<file path="src/rtl/bus_decoder.sv">
// Single-master address decoder and transaction sequencer for the SoC slaves.
// Optional slave response timeout is enabled by defining BUS_TIMEOUT_EN.
module bus_decoder #(
    parameter logic [31:0] rom_base       = 32'h0,
    parameter logic [31:0] rom_top        = 32'h80,
    parameter logic [31:0] uart_base      = 32'h1000000,
    parameter logic [31:0] uart_top       = 32'h1000004,
    parameter logic [31:0] clint_base     = 32'h2000000,
    parameter logic [31:0] clint_top      = 32'h200C000,
    parameter logic [31:0] tim0_base      = 32'h10000000,
    parameter logic [31:0] tim0_top       = 32'h10100000,
    parameter logic [31:0] tim1_base      = 32'h20000000,
    parameter logic [31:0] tim1_top       = 32'h20100000,
    parameter logic [31:0] ram_base       = 32'h80000000,
    parameter logic [31:0] ram_top        = 32'h90000000,
    parameter int          timeout_cycles = 1024
) (
    input  logic         clock,
    input  logic         reset,
    input  logic         m_valid,
    input  logic         m_instr,
    input  logic [31:0]  m_addr,
    input  logic [31:0]  m_wdata,
    input  logic [3:0]   m_wstrb,
    output logic [31:0]  m_rdata,
    output logic         m_ready,
    output logic         m_error,
    output logic [5:0]   s_valid,
    output logic         s_instr,
    output logic [31:0]  s_addr,
    output logic [31:0]  s_wdata,
    output logic [3:0]   s_wstrb,
    input  logic [191:0] s_rdata,
    input  logic [5:0]   s_ready
);

    typedef enum logic [1:0] {S_IDLE, S_REQ, S_WAIT, S_RESP} state_t;

    state_t      r_state;
    state_t      w_next;
    logic [2:0]  r_sel;
    logic [31:0] r_rdata;
    logic        r_error;
    logic [5:0]  w_hit;
    logic [2:0]  w_hitIdx;
    logic        w_accept;
    logic        w_capture;
    logic        w_selReady;
    logic [31:0] w_selData;

`ifdef BUS_TIMEOUT_EN
    localparam int CNT_W = $clog2(timeout_cycles + 1);
    logic [CNT_W-1:0] r_count;
    logic             w_timeout;
`endif

    // Windows are [base, top); scanning downward lets the lowest index win on overlap.
    always_comb begin
        w_hit[0] = (m_addr >= rom_base)   && (m_addr < rom_top);
        w_hit[1] = (m_addr >= uart_base)  && (m_addr < uart_top);
        w_hit[2] = (m_addr >= clint_base) && (m_addr < clint_top);
        w_hit[3] = (m_addr >= tim0_base)  && (m_addr < tim0_top);
        w_hit[4] = (m_addr >= tim1_base)  && (m_addr < tim1_top);
        w_hit[5] = (m_addr >= ram_base)   && (m_addr < ram_top);
        w_hitIdx = 3'd0;
        for (int i = 5; i >= 0; i--) begin
            if (w_hit[i]) begin
                w_hitIdx = 3'(i);
            end
        end
    end

    assign w_selReady = s_ready[r_sel];
    assign w_selData  = s_rdata[{r_sel, 5'd0} +: 32];

    always_comb begin
        w_next    = r_state;
        w_accept  = 1'b0;
        w_capture = 1'b0;
`ifdef BUS_TIMEOUT_EN
        w_timeout = 1'b0;
`endif
        case (r_state)
            S_IDLE: begin
                if (m_valid) begin
                    w_accept = 1'b1;
                    w_next   = (|w_hit) ? S_REQ : S_RESP;
                end
            end
            S_REQ, S_WAIT: begin
                if (w_selReady) begin
                    w_capture = 1'b1;
                    w_next    = S_RESP;
                end
`ifdef BUS_TIMEOUT_EN
                else if (r_count == CNT_W'(timeout_cycles - 1)) begin
                    w_timeout = 1'b1;
                    w_next    = S_RESP;
                end
`endif
                else begin
                    w_next = S_WAIT;
                end
            end
            S_RESP: w_next = S_IDLE;
            default: w_next = S_IDLE;
        endcase
    end

    always_ff @(posedge clock) begin
        if (reset) begin
            r_state <= S_IDLE;
            r_sel   <= 3'd0;
            r_rdata <= 32'd0;
            r_error <= 1'b0;
            s_instr <= 1'b0;
            s_addr  <= 32'd0;
            s_wdata <= 32'd0;
            s_wstrb <= 4'd0;
        end else begin
            r_state <= w_next;
            if (w_accept) begin
                s_instr <= m_instr;
                s_addr  <= m_addr;
                s_wdata <= m_wdata;
                s_wstrb <= m_wstrb;
                r_sel   <= w_hitIdx;
                r_error <= ~(|w_hit);
                r_rdata <= 32'd0;
            end
            if (w_capture) begin
                r_rdata <= w_selData;
            end
`ifdef BUS_TIMEOUT_EN
            if (w_timeout) begin
                r_error <= 1'b1;
            end
`endif
        end
    end

`ifdef BUS_TIMEOUT_EN
    // Cleared at acceptance so it reads zero during the REQ cycle.
    always_ff @(posedge clock) begin
        if (reset || w_accept) begin
            r_count <= '0;
        end else if (r_state == S_REQ || r_state == S_WAIT) begin
            r_count <= r_count + 1'b1;
        end
    end
`endif

    assign s_valid = (r_state == S_REQ) ? (6'd1 << r_sel) : 6'd0;
    assign m_ready = (r_state == S_RESP);
    assign m_error = (r_state == S_RESP) && r_error;
    assign m_rdata = (r_state == S_RESP) ? r_rdata : 32'd0;

endmodule

</file>
<file path="config.mk">
export PLATFORM = sky130hd
export DESIGN_NAME = bus_decoder
export DESIGN_NICKNAME = d
export VERILOG_FILES = /design/src/rtl/bus_decoder.sv
export SDC_FILE = /design/constraint.sdc
export NUM_CORES = 1
export LEC_CHECK = 0
export ABC_AREA = 1
export CORE_AREA = 2 2 149 151
export CTS_BUF_LIST = sky130_fd_sc_hd__clkbuf_8 sky130_fd_sc_hd__clkbuf_16
export DETAILED_ROUTE_END_ITERATION = 10
export DIE_AREA = 0 0 151 153
export GPL_TIMING_DRIVEN = 1
export RECOVER_POWER = 100
export SLEW_MARGIN = 10
export SYNTH_ARGS = -nofsm -noshare
export SYNTH_HDL_FRONTEND = slang
export SYNTH_SLANG_ARGS = --single-unit
export TNS_END_PERCENT = 50
</file>
<file path="constraint.sdc">
create_clock -name clock -period 1.9 [get_ports clock]
set_input_delay 0.19 -clock clock [delete_from_list [all_inputs] [get_ports clock]]
set_output_delay 0.19 -clock clock [all_outputs]
set_load 0.005 [all_outputs]
</file>
==> qor.csv, run 1 <==
metric,value,unit
Synth area leader,dfxtp_1,
"Net Count, Synth",1191,
Synth async-reset ratio,0,
Tcrit/Tclk final,0.963,
DRC violations left,0,
"Top FF cell, synth",dfxtp_1,
RSZ-0062 raised after global routing,false,
CTS Root Buffer Type,clkbuf_16,
Skew-Pair Late Insertion Delay,0.36,ns
Achievable Freq,546,MHz
die area,23100,um^2
I/O Pins,379,
clk sinks,107,
I/O Buffers,378,
Post-Route WL,26.5,mm
CP endpoint kind,output port,
Synth cell types,27,
final max-slew violation count,0,
Synth Register Bits,107,
first-pass GRT wire length,39.3,mm
Die Wd,151,um
Final Hold Fails,0,
Area contributors post-synth,"dfxtp_1, nor2_1, nand2_1",
Hold Path Class,input pin to register,
Area Growth Syn to Fin,78.2,%
Post-Synthesis Cell Area,5810,um^2
endpoints failing setup,0,
Lkg Pwr,4.65,nW
CTS buffer count,9,
Vias,7413,
leading cell types by count after synthesis,"nor2_1, nand2_1, dfxtp_1, o21ai_0, nand3_1",
routability cong.,0.875,
share of cells above drive strength 1,0.0614,
"count leader, synth",nor2_1,
max_slew headroom,0.629,
Max-Cap Viols,0,
Critical Path Source Type,register,
final clock skew,0.0105,ns
WP data required,1.71,ns
Core Footprint,21500,um^2
post-route ant nets,0,
CP Data Arrival Time,1.64,ns
WL per Instance,16.9,um
Tmin final,1.83,ns
Worst-path clk slew,0.08,ns
vias in the first global route,6837,
clock buffer depth,2,
post-synthesis cell count,917,
worst-margin pin slew,0.557,ns
Final TNS setup,0,ns
die height,153,um
H-Tree Depth,3,
DRT Pass-1 Iters,5,
CTS tree,done,
initial antenna violation count,2,
Avg Inst Size Synth,6.34,um^2
Syn. warnings,0,
Power Total,0.00920,W
# rows,54,
FILL cells,2284,
maximum vdd drop,565,uV
gr usage total,0.219,
initial DRC count,393,
largest net degree at the start of global routing,65,
Nets,1555,
DP HPWL,20.2,mm
P per Cell Area,888,nW/um^2
global route overflow,0,
initial core utilization,0.270,
sequential element share of the synthesized area,0.369,
WS Path Type,register to output port,
Synth top area share,0.369,
vias per std cell,4.73,
CP Max Fanout,7,
hold buffer count at CTS,0,
worst hold margin,0.388,ns
number of synthesized flops with an enable pin,0,
status,finished clean,
[metal layers]
layer	routed length, um	global-route usage	up-vias
li1	-	-	3739
met2	13100	0.382	259
met4	636	0.0587	2
met3	2180	0.0669	42
met5	13	0	-
met1	10700	0.257	3371
[state kept, by name, indices dropped and copies added (netlist names)]
| name | cells |
|---|---|
| r_error | 1 |
| r_rdata | 32 |
| s_wstrb | 4 |
| s_addr | 32 |
| r_sel | 3 |
| s_instr | 1 |
| r_state | 2 |
| s_wdata | 32 |
[cell usage in the layout (no fill, tap or decap), types with 3 or more instances in the layout]
master	instances
clkdlybuf4s50_1	272
nor2_1	205
nand2_1	156
o21ai_0	107
nand3_1	104
dfxtp_1	103
dlygate4sd3_1	69
inv_1	59
a21oi_1	50
dlygate4sd2_1	35
o221ai_1	31
buf_4	30
clkbuf_16	9
inv_2	5
buf_12	5
nand4_1	4
dfxtp_4	4
nor3_1	3
inv_6	3
buf_6	3
[cell type report]
cell class	instances	area [um^2]	share of cell area
diodes	1	2.50	0.000242
clock buffers	10	239	0.0231
inverters	67	255	0.0246
clock inverters	6	56.3	0.00544
repair buffers	422	4160	0.402
multi-input cells	674	3140	0.303
well taps	280	350	0.0338
flip-flops and latches	107	2160	0.208
[logic make-up after synthesis]
group / Yosys count / share of synthesized area
and+or+nand+nor: 479 / 0.341
buffers and inverters: 136 / 0.0964
adders and majority gates: 4 / 0.00861
DFF: 107 / 0.369
AOI/OAI and AO/OA: 191 / 0.186
[metrics by stage]
step            util  setup slack, ns  instance area (um^2)  std cells
2_1_floorplan      -            0.284                  5810        917
3_3_place_gp   0.465            0.164                  9980       1540
3_5_place_dp   0.465            0.111                  9980       1540
4_1_cts        0.483          -0.0903                 10400       1562
5_1_grt        0.482          0.00427                 10400       1567
6_report       0.482           0.0698                 10400       1567
[timing repair]
action | 4_1_cts | 5_1_grt
setup endpoints to repair | 40 | 12
gates resized for setup | 54 | 5
cloned | 1 | 0
buffers inserted | 5 | 4
pin swaps | 1 | 2
[report_power, final]
part	total (W)	internal, W	switching, W
logic	0.00408	0.00200	0.00208
registers	0.00322	0.00290	0.000318
clock network	0.00191	0.000954	0.000955
[final timing paths]
path              cells after the start                       end                     start  slack, ns
setup / recovery                      5               m_rdata[11]   r_state[0]$_SDFFE_PP0P_       0.07
setup reg to reg                     11   r_rdata[6]$_SDFFE_PP0P_     r_sel[1]$_SDFFE_PP0P_       0.15
hold / removal                        3   s_addr[18]$_SDFFE_PP0P_                m_addr[18]       0.39
hold reg to reg                       2  r_rdata[12]$_SDFFE_PP0P_  r_rdata[12]$_SDFFE_PP0P_       0.48
[critical path, cell delays in order, from the launching register on]
cell and delay (ns):
dfxtp_4 0.37, ha_4 0.18, buf_16 0.13, nand2_1 0.06, inv_1 0.05, clkdlybuf4s50_1 0.50
(Power assumes the default switching activity.)
==> run 2, diff against run 1 <==
--- a/config.mk
+++ b/config.mk
@@ -8,6 +8,7 @@
 export ABC_AREA = 1
 export CORE_AREA = 2 2 149 151
 export CTS_BUF_LIST = sky130_fd_sc_hd__clkbuf_8 sky130_fd_sc_hd__clkbuf_16
+export CTS_CLUSTER_SIZE = 24
 export DETAILED_ROUTE_END_ITERATION = 10
 export DIE_AREA = 0 0 151 153
 export GPL_TIMING_DRIVEN = 1
==> results of run 2 <==
Final layout, timing and power as in run 1 (identical DEF).
